<file path="config.mk">
export PLATFORM = sky130hd
export DESIGN_NAME = arbitrated_lookup_table
export DESIGN_NICKNAME = d
export VERILOG_FILES = /design/src/rtl/lookup_table_pkg.sv /design/src/rtl/rr_arbiter.sv /design/src/rtl/arbitrated_lookup_table.sv
export SDC_FILE = /design/constraint.sdc
export NUM_CORES = 1
export LEC_CHECK = 0
export CAP_MARGIN = 0
export CORE_UTILIZATION = 55
export CTS_CLUSTER_SIZE = 16
export DETAILED_ROUTE_END_ITERATION = 6
export HOLD_SLACK_MARGIN = 0.1
export PLACE_DENSITY = 0.74
export REMOVE_ABC_BUFFERS = 1
export SYNTH_ARGS = -nofsm -noshare
export SYNTH_HDL_FRONTEND = slang
export SYNTH_HIERARCHICAL = 1
export SYNTH_SLANG_ARGS = --single-unit
</file>
<file path="constraint.sdc">
create_clock -name clk -period 3.6 [get_ports clk]
set_input_delay 0.72 -clock clk [delete_from_list [all_inputs] [get_ports clk]]
set_output_delay 0.72 -clock clk [all_outputs]
set_load 0.005 [all_outputs]
</file>
<file path="src/rtl/lookup_table_pkg.sv">
// Shared definitions for the arbitrated lookup table.
//   - Default parameter constants for the table and its requesters.
//   - clog2_min1(): ceil(log2(n)) with a floor of 1, so that index fields
//     always have at least one bit.
//   - rsp_t: lookup response record (vld, idx, hit, data), sized for the
//     default configuration.
package lookup_table_pkg;

  localparam int DEF_W     = 2;
  localparam int DEF_R     = 2;
  localparam int DEF_D     = 16;
  localparam int DEF_WIDTH = 32;

  function automatic int clog2_min1(input int n);
    return (n > 1) ? $clog2(n) : 1;
  endfunction

  localparam int DEF_LOG_R = clog2_min1(DEF_R);

  typedef struct packed {
    logic                 vld;
    logic [DEF_LOG_R-1:0] idx;
    logic                 hit;
    logic [DEF_WIDTH-1:0] data;
  } rsp_t;

endpackage

</file>
<file path="src/rtl/rr_arbiter.sv">
// Round-robin arbiter.
//   clk, rstn : clock, asynchronous active-low reset
//   en_i      : when low no grant is issued and the pointer holds
//   req_i     : per-requester request
//   gnt_o     : one-hot grant (or zero), combinational from req_i
//   idx_o     : index of the granted requester (0 when nothing granted)
// The priority pointer names the requester with highest priority. It moves
// to the slot after the winner only in cycles that grant; reset points it at
// requester 0.
module rr_arbiter #(
  parameter int N     = 2,
  parameter int LOG_N = 1
) (
  input  logic             clk,
  input  logic             rstn,
  input  logic             en_i,
  input  logic [N-1:0]     req_i,
  output logic [N-1:0]     gnt_o,
  output logic [LOG_N-1:0] idx_o
);

  logic [LOG_N-1:0] ptr_q, ptr_d;
  logic             found;
  logic [LOG_N-1:0] k;
  int               s;

  // Scan requesters starting at the pointer, wrapping modulo N; the first
  // requester found wins.
  always_comb begin
    gnt_o = '0;
    idx_o = '0;
    found = 1'b0;
    k     = '0;
    s     = 0;
    for (int i = 0; i < N; i++) begin
      s = int'(ptr_q) + i;
      if (s >= N) s = s - N;
      k = LOG_N'(s);
      if (en_i && !found && req_i[k]) begin
        gnt_o[k] = 1'b1;
        idx_o    = k;
        found    = 1'b1;
      end
    end
    ptr_d = ptr_q;
    if (found) begin
      ptr_d = (int'(idx_o) == N - 1) ? '0 : idx_o + LOG_N'(1);
    end
  end

  always_ff @(posedge clk or negedge rstn) begin
    if (!rstn) ptr_q <= '0;
    else       ptr_q <= ptr_d;
  end

endmodule

</file>
<file path="src/rtl/arbitrated_lookup_table.sv">
// Lookup table shared by W writers and R readers.
//   clk, rstn          : clock, asynchronous active-low reset
//   wrVld_i/wrRdy_o    : writer request / grant (grant one-hot or zero)
//   wrId_i, wrData_i   : writer target index and data
//   wrInv_i            : 1 = clear the entry-valid bit instead of writing
//   rdVld_i/rdRdy_o    : reader request / grant (grant one-hot or zero)
//   rdId_i             : reader lookup index
//   flush_i            : clear every valid bit; blocks all grants
//   rspVld_o           : one-cycle pulse, lookup result registered
//   rspIdx_o           : reader that owns the response
//   rspHit_o/rspData_o : entry-valid bit and data of the looked-up entry
//   count_o            : number of valid entries (0..D)
//
// Handshake: a request transfers in a cycle where its valid and ready are
// both high. A requester keeps valid, id and data stable until it sees ready;
// ready depends combinationally on valid. The response has no backpressure.
module arbitrated_lookup_table
  import lookup_table_pkg::*;
#(
  parameter int W     = DEF_W,
  parameter int R     = DEF_R,
  parameter int D     = DEF_D,
  parameter int WIDTH = DEF_WIDTH,
  localparam int LOG_D = clog2_min1(D),
  localparam int LOG_W = clog2_min1(W),
  localparam int LOG_R = clog2_min1(R)
) (
  input  logic             clk,
  input  logic             rstn,
  input  logic [W-1:0]     wrVld_i,
  output logic [W-1:0]     wrRdy_o,
  input  logic [LOG_D-1:0] wrId_i   [W],
  input  logic [WIDTH-1:0] wrData_i [W],
  input  logic [W-1:0]     wrInv_i,
  input  logic [R-1:0]     rdVld_i,
  output logic [R-1:0]     rdRdy_o,
  input  logic [LOG_D-1:0] rdId_i   [R],
  input  logic             flush_i,
  output logic             rspVld_o,
  output logic [LOG_R-1:0] rspIdx_o,
  output logic             rspHit_o,
  output logic [WIDTH-1:0] rspData_o,
  output logic [LOG_D:0]   count_o
);

  // Same field layout as lookup_table_pkg::rsp_t, sized by this instance.
  typedef struct packed {
    logic             vld;
    logic [LOG_R-1:0] idx;
    logic             hit;
    logic [WIDTH-1:0] data;
  } rsp_reg_t;

  localparam logic [LOG_D:0] D_CNT   = (LOG_D + 1)'(D);
  localparam logic [LOG_D:0] CNT_ONE = (LOG_D + 1)'(1);

  logic [W-1:0]     wr_gnt;
  logic [LOG_W-1:0] wr_sel;
  logic [R-1:0]     rd_gnt;
  logic [LOG_R-1:0] rd_sel;

  logic             wr_fire, rd_fire, wr_inv;
  logic [LOG_D-1:0] wr_id, rd_id;
  logic [WIDTH-1:0] wr_data;

  logic [WIDTH-1:0] data_q [D];
  logic [WIDTH-1:0] data_d [D];
  logic [D-1:0]     valid_q, valid_d;
  logic [LOG_D:0]   count_q, count_d;
  rsp_reg_t         rsp_q, rsp_d;

  // Flush blocks both arbiters, so no grant (and no pointer move) happens
  // in a flush cycle.
  rr_arbiter #(.N(W), .LOG_N(LOG_W)) u_wr_arb (
    .clk   (clk),
    .rstn  (rstn),
    .en_i  (!flush_i),
    .req_i (wrVld_i),
    .gnt_o (wr_gnt),
    .idx_o (wr_sel)
  );

  rr_arbiter #(.N(R), .LOG_N(LOG_R)) u_rd_arb (
    .clk   (clk),
    .rstn  (rstn),
    .en_i  (!flush_i),
    .req_i (rdVld_i),
    .gnt_o (rd_gnt),
    .idx_o (rd_sel)
  );

  always_comb begin
    wr_fire = |wr_gnt;
    rd_fire = |rd_gnt;
    wr_id   = wrId_i[wr_sel];
    wr_data = wrData_i[wr_sel];
    wr_inv  = wrInv_i[wr_sel];
    rd_id   = rdId_i[rd_sel];
  end

  always_comb begin
    data_d    = data_q;
    valid_d   = valid_q;
    count_d   = count_q;
    rsp_d     = rsp_q;
    rsp_d.vld = 1'b0;

    if (flush_i) begin
      valid_d = '0;
      count_d = '0;
    end else if (wr_fire) begin
      if (wr_inv) begin
        valid_d[wr_id] = 1'b0;
        if (valid_q[wr_id] && (count_q != '0)) count_d = count_q - CNT_ONE;
      end else begin
        data_d[wr_id]  = wr_data;
        valid_d[wr_id] = 1'b1;
        if (!valid_q[wr_id] && (count_q < D_CNT)) count_d = count_q + CNT_ONE;
      end
    end

    // A write granted in the same cycle to the same index is visible to the
    // read (write-first). An invalidate leaves the stored data untouched.
    if (rd_fire) begin
      rsp_d.vld = 1'b1;
      rsp_d.idx = rd_sel;
      if (wr_fire && (wr_id == rd_id)) begin
        rsp_d.hit  = !wr_inv;
        rsp_d.data = wr_inv ? data_q[rd_id] : wr_data;
      end else begin
        rsp_d.hit  = valid_q[rd_id];
        rsp_d.data = data_q[rd_id];
      end
    end
  end

  always_ff @(posedge clk or negedge rstn) begin
    if (!rstn) begin
      for (int i = 0; i < D; i++) data_q[i] <= '0;
      valid_q <= '0;
      count_q <= '0;
      rsp_q   <= '0;
    end else begin
      data_q  <= data_d;
      valid_q <= valid_d;
      count_q <= count_d;
      rsp_q   <= rsp_d;
    end
  end

  assign wrRdy_o   = wr_gnt;
  assign rdRdy_o   = rd_gnt;
  assign rspVld_o  = rsp_q.vld;
  assign rspIdx_o  = rsp_q.idx;
  assign rspHit_o  = rsp_q.hit;
  assign rspData_o = rsp_q.data;
  assign count_o   = count_q;

endmodule

</file>
After elaboration in Yosys (flattened, before gate mapping)
Index checks and enable logic that the tools add are counted.
Widths: inputs -> output; s select.
- add/sub/neg operators: 10
- $lt $le $gt $ge: 22
- equality and inequality tests: 2
- muxes and demuxes: 68
- bitwise operators: 11
- reductions and logical operators: 27
- operator list (kind ; count):
    $bwmux 512 ; 1
    $mux 32 ; 7
    $bmux 32 s4 ; 1
    $demux 32 s4 ; 1
    $mux 16 ; 3
    $mux 35 ; 1
    $mux 33 ; 1
    $mux 1 ; 31
    $mux 5 ; 5
    $mux 4 ; 6
    $and 16x16->16 ; 1
    $not 16->16 ; 1
    $or 16x16->16 ; 1
    $logic_and 1x1->1 ; 15
    $ge 5x5->1 const B ; 2
    $lt 1x2->1 const B ; 5
    $lt 4x5->1 const B ; 2
    $not 4->5 ; 2
    $bmux 1 s4 ; 2
    $ge 2x2->1 const B ; 4
    $mux 2 ; 4
    $reduce_and 3->1 ; 2
    $add 5x1->5 const B ; 1
    $logic_not 1->1 ; 5
    other kinds (20) ; 36
- bits in registers: 570
- input port bits: 89
- output and inout bits: 44
- word-level logic and storage cells: 164

Longest topological paths before layout
- depth after elaboration: 23
- depth in mapped cells: 14
- depth with buffers taken out: 12

Hierarchy
Netlist, hierarchy kept.
- modules (own cells, without submodules) (module ; times used ; cells an instance ; area an instance (sq um) ; seq. area each (sq um)):
    arbitrated_lookup_table ; 1 ; 2391 ; 25520.7 ; 14213.6
    rr_arbiter ; 2 ; 9 ; 66.3 ; 25.0

Least setup slack after synthesis
Ideal clock, no wire load.
- kind: input-to-reg
- from: input flush_i
- to: register rsp_q (netlist bit rspData_o[24])
- library setup time: 0.150 ns
- arrival time: 3.134 ns
- data required time: 3.450 ns
- slack: 0.316 ns
- stages on the path: 13
- path buffers: 4
- cell sequence: clkbuf_1 -> inv_1 -> nand2_1 -> a21oi_1 -> buf_4 -> mux2i_2 -> buf_4 -> buf_2 -> mux4_2 -> a22oi_1 -> nand2_1 -> nand3_1 -> o311ai_0
- longest elaborated chain between the ends: 17
- elaborated cells between the ends (all ways): 44
- ends and longest elaborated chain (what ; RTL line ; RTL):
    from (decl) ; arbitrated_lookup_table.sv:38 ; input logic flush_i,
    $logic_not 1->1 * ; arbitrated_lookup_table.sv:86 ; .en_i (!flush_i),
    $logic_and 1x1->1 ; rr_arbiter.sv:39 ; if (en_i && !found && req_i[k]) begin
    $mux 1 ; rr_arbiter.sv:39 ;
    $logic_not 1->1 ; rr_arbiter.sv:39 ;
    $logic_and 1x1->1 (2 in series) ; rr_arbiter.sv:39 ;
    $mux 1 * ; rr_arbiter.sv:39 ;
    via rd_sel ; arbitrated_lookup_table.sv:60 ; logic [LOG_R-1:0] rd_sel;
    $not 1->2 (implied by the code) * ; arbitrated_lookup_table.sv:98 ; rd_id = rdId_i[rd_sel];
    $mux 4 (implied by the code) * (3 in series) ; arbitrated_lookup_table.sv:98 ;
    $not 4->5 (implied by the code) ; arbitrated_lookup_table.sv:129, arbitrated_lookup_table.sv:132 ;
    $bmux 32 s4 ; arbitrated_lookup_table.sv:129, arbitrated_lookup_table.sv:132 ;
    $mux 32 (implied by the code) (2 in series) ; arbitrated_lookup_table.sv:129, arbitrated_lookup_table.sv:132 ;
    $mux 32 ; arbitrated_lookup_table.sv:129 ; rsp_d.data = wr_inv ? data_q[rd_id] : wr_data;
    $mux 33 * ; arbitrated_lookup_table.sv:127 ; if (wr_fire && (wr_id == rd_id)) begin
    to (signal assigned) ; arbitrated_lookup_table.sv:147 ; rsp_q <= rsp_d;
    to (decl) ; arbitrated_lookup_table.sv:70 ; rsp_reg_t rsp_q, rsp_d;
Mark *: on every way through the listed nets, which the timed path passes. The rest lies on a longest branch. The select of a mux whose other input is x is not followed.
A chain may end at the register's enable or synchronous reset.

Final worst setup path
- from: input flush_i
- to: register count_q[3] (netlist: count_o[3])
- longest elaborated chain between the ends: 17
- elaborated cells between the ends (all ways): 30
- ends and longest elaborated chain (what ; RTL line ; RTL):
    $logic_not 1->1 * ; arbitrated_lookup_table.sv:77 ; .en_i (!flush_i),
    $logic_and 1x1->1 ; rr_arbiter.sv:39 ;
    $mux 1 ; rr_arbiter.sv:39 ;
    $logic_not 1->1 ; rr_arbiter.sv:39 ;
    $logic_and 1x1->1 (2 in series) ; rr_arbiter.sv:39 ;
    $mux 1 * ; rr_arbiter.sv:39 ;
    via wr_sel ; arbitrated_lookup_table.sv:58 ; logic [LOG_W-1:0] wr_sel;
    $not 1->2 (implied by the code) ; arbitrated_lookup_table.sv:95 ; wr_id = wrId_i[wr_sel];
    $mux 4 (implied by the code) (3 in series) ; arbitrated_lookup_table.sv:95 ;
    $bmux 1 s4 ; arbitrated_lookup_table.sv:114, arbitrated_lookup_table.sv:118 ;
    $mux 1 (implied by the code) ; arbitrated_lookup_table.sv:114, arbitrated_lookup_table.sv:118 ;
    $logic_not 1->1 ; arbitrated_lookup_table.sv:118 ; if (!valid_q[wr_id] && (count_q < D_CNT)) count_d = count_q + CNT_ONE;
    $logic_and 1x1->1 ; arbitrated_lookup_table.sv:118 ;
    $reduce_bool 3->1 (no line) ; n/a ;
    $reduce_and 3->1 (no line) ; n/a ;
    to (signal assigned) ; arbitrated_lookup_table.sv:146 ; count_q <= count_d;
    to (decl) ; arbitrated_lookup_table.sv:69 ; logic [LOG_D:0] count_q, count_d;
Marked as above.

==> results.ini <==
[cts]
cts-hold-fix-buffers=0
clock_tree.root_cell=sky130_fd_sc_hd__clkbuf_16
tritoncts.num_buffers=56
worst_setup_hold_path_clk_slew_ns=0.06
tritoncts_clock_tree=built
cts_setup_buffers=0
post_cts_resized=0
cts_num_sinks=570
h-tree-depth=2
cts_max_path_buffers=3
clkLatencyLatePin_ns=0.62

[finish]
fillers=3372
finalCoreUtilization=0.666
fin_area_um2=30400
total_nets_final=2603
final_common_cell=sky130_fd_sc_hd__nand2_1
multi_input_area_um2=10600
commonest_cells_after_routing_fill_and_taps_aside=sky130_fd_sc_hd__nand2_1, sky130_fd_sc_hd__dfrtp_1, sky130_fd_sc_hd__o21ai_0, sky130_fd_sc_hd__clkdlybuf4s50_1, sky130_fd_sc_hd__mux4_2
drive_gt1_frac=0.150
seqCellArea_um2=14300
num_antenna_cells=0
area.growth.synth_to_final_pct=18.5

[die]
std_cell_rows=78
core_region_area_um2=45700
height_of_the_die_um=218
die_w_um=218
dieArea_um2=47500
floorplan.initialDensity=0.562
num_io_pins=133

[timing]
rsz_0062_raised_after_global_routing=false
worstMarginPinSlew_ns=0.934
fin_crit_ns=3.15
fin_tns_setup_ns=0
fin_crit_sh=0.874
final_max_slew_viol_count=0
report.final.hold_viol_count=0
worst_hold_slack_ns=0.0808
finalSetupViolations=0
worst_slew_margin_rel=0.375
maxClockFrequency_mhz=318
layout_skew_ns=0.0196

[setup_path]
startpoint_type=input port
timing.reg2reg.worst_path_depth=10
timing.critical_path.to=count_o[3]$_DFFE_PN0P_
setup_slack_reg_to_reg_ns=0.76
launch_point_of_the_worst_path=flush_i
crit_path_cell_trace=clkdlybuf4s50_1 -> inv_1 -> buf_4 -> nand2_1 -> a21oi_4 -> mux2i_4 -> inv_1 -> ha_1 -> a21o_1 -> a21oi_1 -> xor2_1 -> nor3_1 -> o21ai_0 -> nand2_1
timing.critical_path.slowest_cell_delay_ns=0.42
critical_path.max_fanout=11
required_time_of_the_critical_path_ns=4.09
timing.setup.critical_path_class=in2reg
crit-reg2reg-capture=rspData_o[3]$_DFFE_PN0P_
setup.worst_path.end_class=flop
timing.critical_path.arrival_ns=3.64
slowest_stage_cell_cp=sky130_fd_sc_hd__clkdlybuf4s50_1

[power]
netSwitchingFraction=0.262
cellLeakagePower_nw=13.3
power_density_nw_per_um2=550
report.power.total_mw=16.7
pwr-share-seq=0.471
p_int_mw=12.4
p_clk_frac=0.371
p_comb_frac=0.158
p_switching_mw=4.38
worst_ir_drop_vdd_v=0.000458

[global_routing]
grt_pass1_wl_um=110000
number_of_antenna_violations_at_the_first_check_in_global_routing=0
all_layer_gr_usage=0.298
grt_pass1_vias=19846
globalRouteOverflowTotal=0
grt_start_max_net_pins=92

[synth]
netlist-cell-type-count=57
cells_after_synth=2409
postSynthAreaPerCell_um2=10.6
ys_warn_count=6
synthArstFlopShare=1.00
synth-seq-area-share=0.556
synth-edff-count=0
mappedNetlistArea_um2=25700
synth_flop_cell=sky130_fd_sc_hd__dfrtp_1
synth.ff_latch_count=570

[routing]
remaining_drc_errors=0
firstDrtPassIters=5
route.final.wire_length_um=67700
drtIter0Drc=1583
ant_nets=0
routed_via_density=6.13
avgRoutedWirePerCell_um=21.4
dr_total_vias=19331

[run]
maxCapViolations=0

[place]
area_of_placed_instances_um2=28400
finalWeightedCongestion=0.863
place.port_buffers=132
detailed_place_hpwl_um=39000

[worst_hold_path]
hold_path_class=in2async

[run_status]
outcome=finished, final reports clean

[flip-flops by register name, summed over array words and instances (netlist names), named ones only]
register and cells:
rspIdx_o 1, data_q 512, rspHit_o 1, valid_q 16, rspVld_o 1, count_o 5, rspData_o 32
[through the flow]
stage / setup slack (ns) / cells
2_1_floorplan: -7.97 / 2197
3_3_place_gp: -0.0414 / 3052
3_5_place_dp: -0.134 / 3052
4_1_cts: 0.503 / 3156
5_1_grt: 0.222 / 3156
6_report: 0.453 / 3156
[area by class of cell]
cell class,instances,share of cell area
Clock inverter,23,0.0113
Sequential cell,570,0.469
Tap cell,600,0.0247
Inverter,14,0.00173
Multi-Input combinational cell,1613,0.348
Timing Repair Buffer,255,0.0917
Clock buffer,81,0.0535
[cell families (layout without fill, tap and decap cells)]
logic type,Yosys count,count (layout),share of synthesized area
AOI/OAI and AO/OA,682,682,0.152
xor gates and xnor gates,4,4,0.00137
adders and majority gates,4,4,0.00224
buffers and inverters,226,373,0.0372
DFF,570,570,0.556
muxes,189,189,0.137
and+or+nand+nor,734,734,0.114
[metal layers]
| metal | track usage | part of all wire | up-vias |
|---|---|---|---|
| li1 | - | - | 8731 |
| met1 | 0.413 | 0.41 | 9742 |
| met5 | 0 | 0 | - |
| met4 | 0.0995 | 0.028 | 0 |
| met2 | 0.482 | 0.48 | 717 |
| met3 | 0.0480 | 0.076 | 141 |
[worst max-delay path, delay by kind of cell]
family | cells | cell delay [ns]
AO/OA/AOI/OAI | 4 | 0.90
XOR/XNOR | 1 | 0.20
AND/OR/NAND/NOR | 3 | 0.23
adder cells (fa/ha/maj) | 1 | 0.32
multiplexers | 1 | 0.40
buffers and inverters | 4 | 0.86
[cell usage after synthesis (3+ instances only)]
cell,number,area share
sky130_fd_sc_hd__nand3_1,52,0.010
sky130_fd_sc_hd__buf_6,5,0.0022
sky130_fd_sc_hd__nand2_1,618,0.090
sky130_fd_sc_hd__o22ai_1,4,0.00098
sky130_fd_sc_hd__nand4_1,5,0.0012
sky130_fd_sc_hd__buf_1,5,0.00073
sky130_fd_sc_hd__o21a_1,4,0.0012
sky130_fd_sc_hd__clkbuf_1,160,0.023
sky130_fd_sc_hd__o311ai_1,19,0.0065
sky130_fd_sc_hd__buf_2,36,0.0070
sky130_fd_sc_hd__nor2b_1,6,0.0015
sky130_fd_sc_hd__a22oi_1,65,0.019
sky130_fd_sc_hd__dfrtp_1,570,0.56
sky130_fd_sc_hd__o311ai_0,11,0.0038
sky130_fd_sc_hd__a21oi_1,16,0.0031
sky130_fd_sc_hd__ha_1,3,0.0015
sky130_fd_sc_hd__buf_4,6,0.0018
sky130_fd_sc_hd__xor2_1,4,0.0014
sky130_fd_sc_hd__or3_1,3,0.00073
sky130_fd_sc_hd__nand2b_1,5,0.0012
sky130_fd_sc_hd__o41ai_1,3,0.0010
sky130_fd_sc_hd__mux4_2,129,0.11
sky130_fd_sc_hd__inv_1,13,0.0019
sky130_fd_sc_hd__a31oi_1,3,0.00073
sky130_fd_sc_hd__mux2i_1,56,0.022
sky130_fd_sc_hd__or2_2,3,0.00073
sky130_fd_sc_hd__o21ai_1,7,0.0014
sky130_fd_sc_hd__o21ai_0,519,0.10
sky130_fd_sc_hd__nor2_1,19,0.0028
sky130_fd_sc_hd__and3_1,3,0.00073
sky130_fd_sc_hd__nor3_1,15,0.0029
sky130_fd_sc_hd__o21bai_1,4,0.0012
sky130_fd_sc_hd__o32ai_1,8,0.0027
[worst min-delay path by stage]
stage                                       start                      end  slack [ns]  depth (start not counted)
final                                        rstn  data_q[132]$_DFFE_PN0P_        0.08                          1
after global routing                         rstn  data_q[132]$_DFFE_PN0P_        0.12                          1
after CTS                                    rstn  data_q[132]$_DFFE_PN0P_        0.10                          1
after detailed placement   data_q[93]$_DFFE_PN0P_   data_q[93]$_DFFE_PN0P_        0.46                          2
after global placement    data_q[328]$_DFFE_PN0P_  data_q[328]$_DFFE_PN0P_        0.46                          2
after floorplan                              rstn   count_o[0]$_DFFE_PN0P_        0.42                          0
[power groups by stage]
stage	Combinational (mW)	Clock [mW]	Sequential [mW]
2_1_floorplan	1.63	0	7.80
3_3_place_gp	2.52	0	7.91
3_5_place_dp	2.64	0	7.96
4_1_cts	2.66	6.30	7.87
5_1_grt	2.95	6.52	7.98
6_report	2.64	6.21	7.87
(Power assumes the default switching activity.)
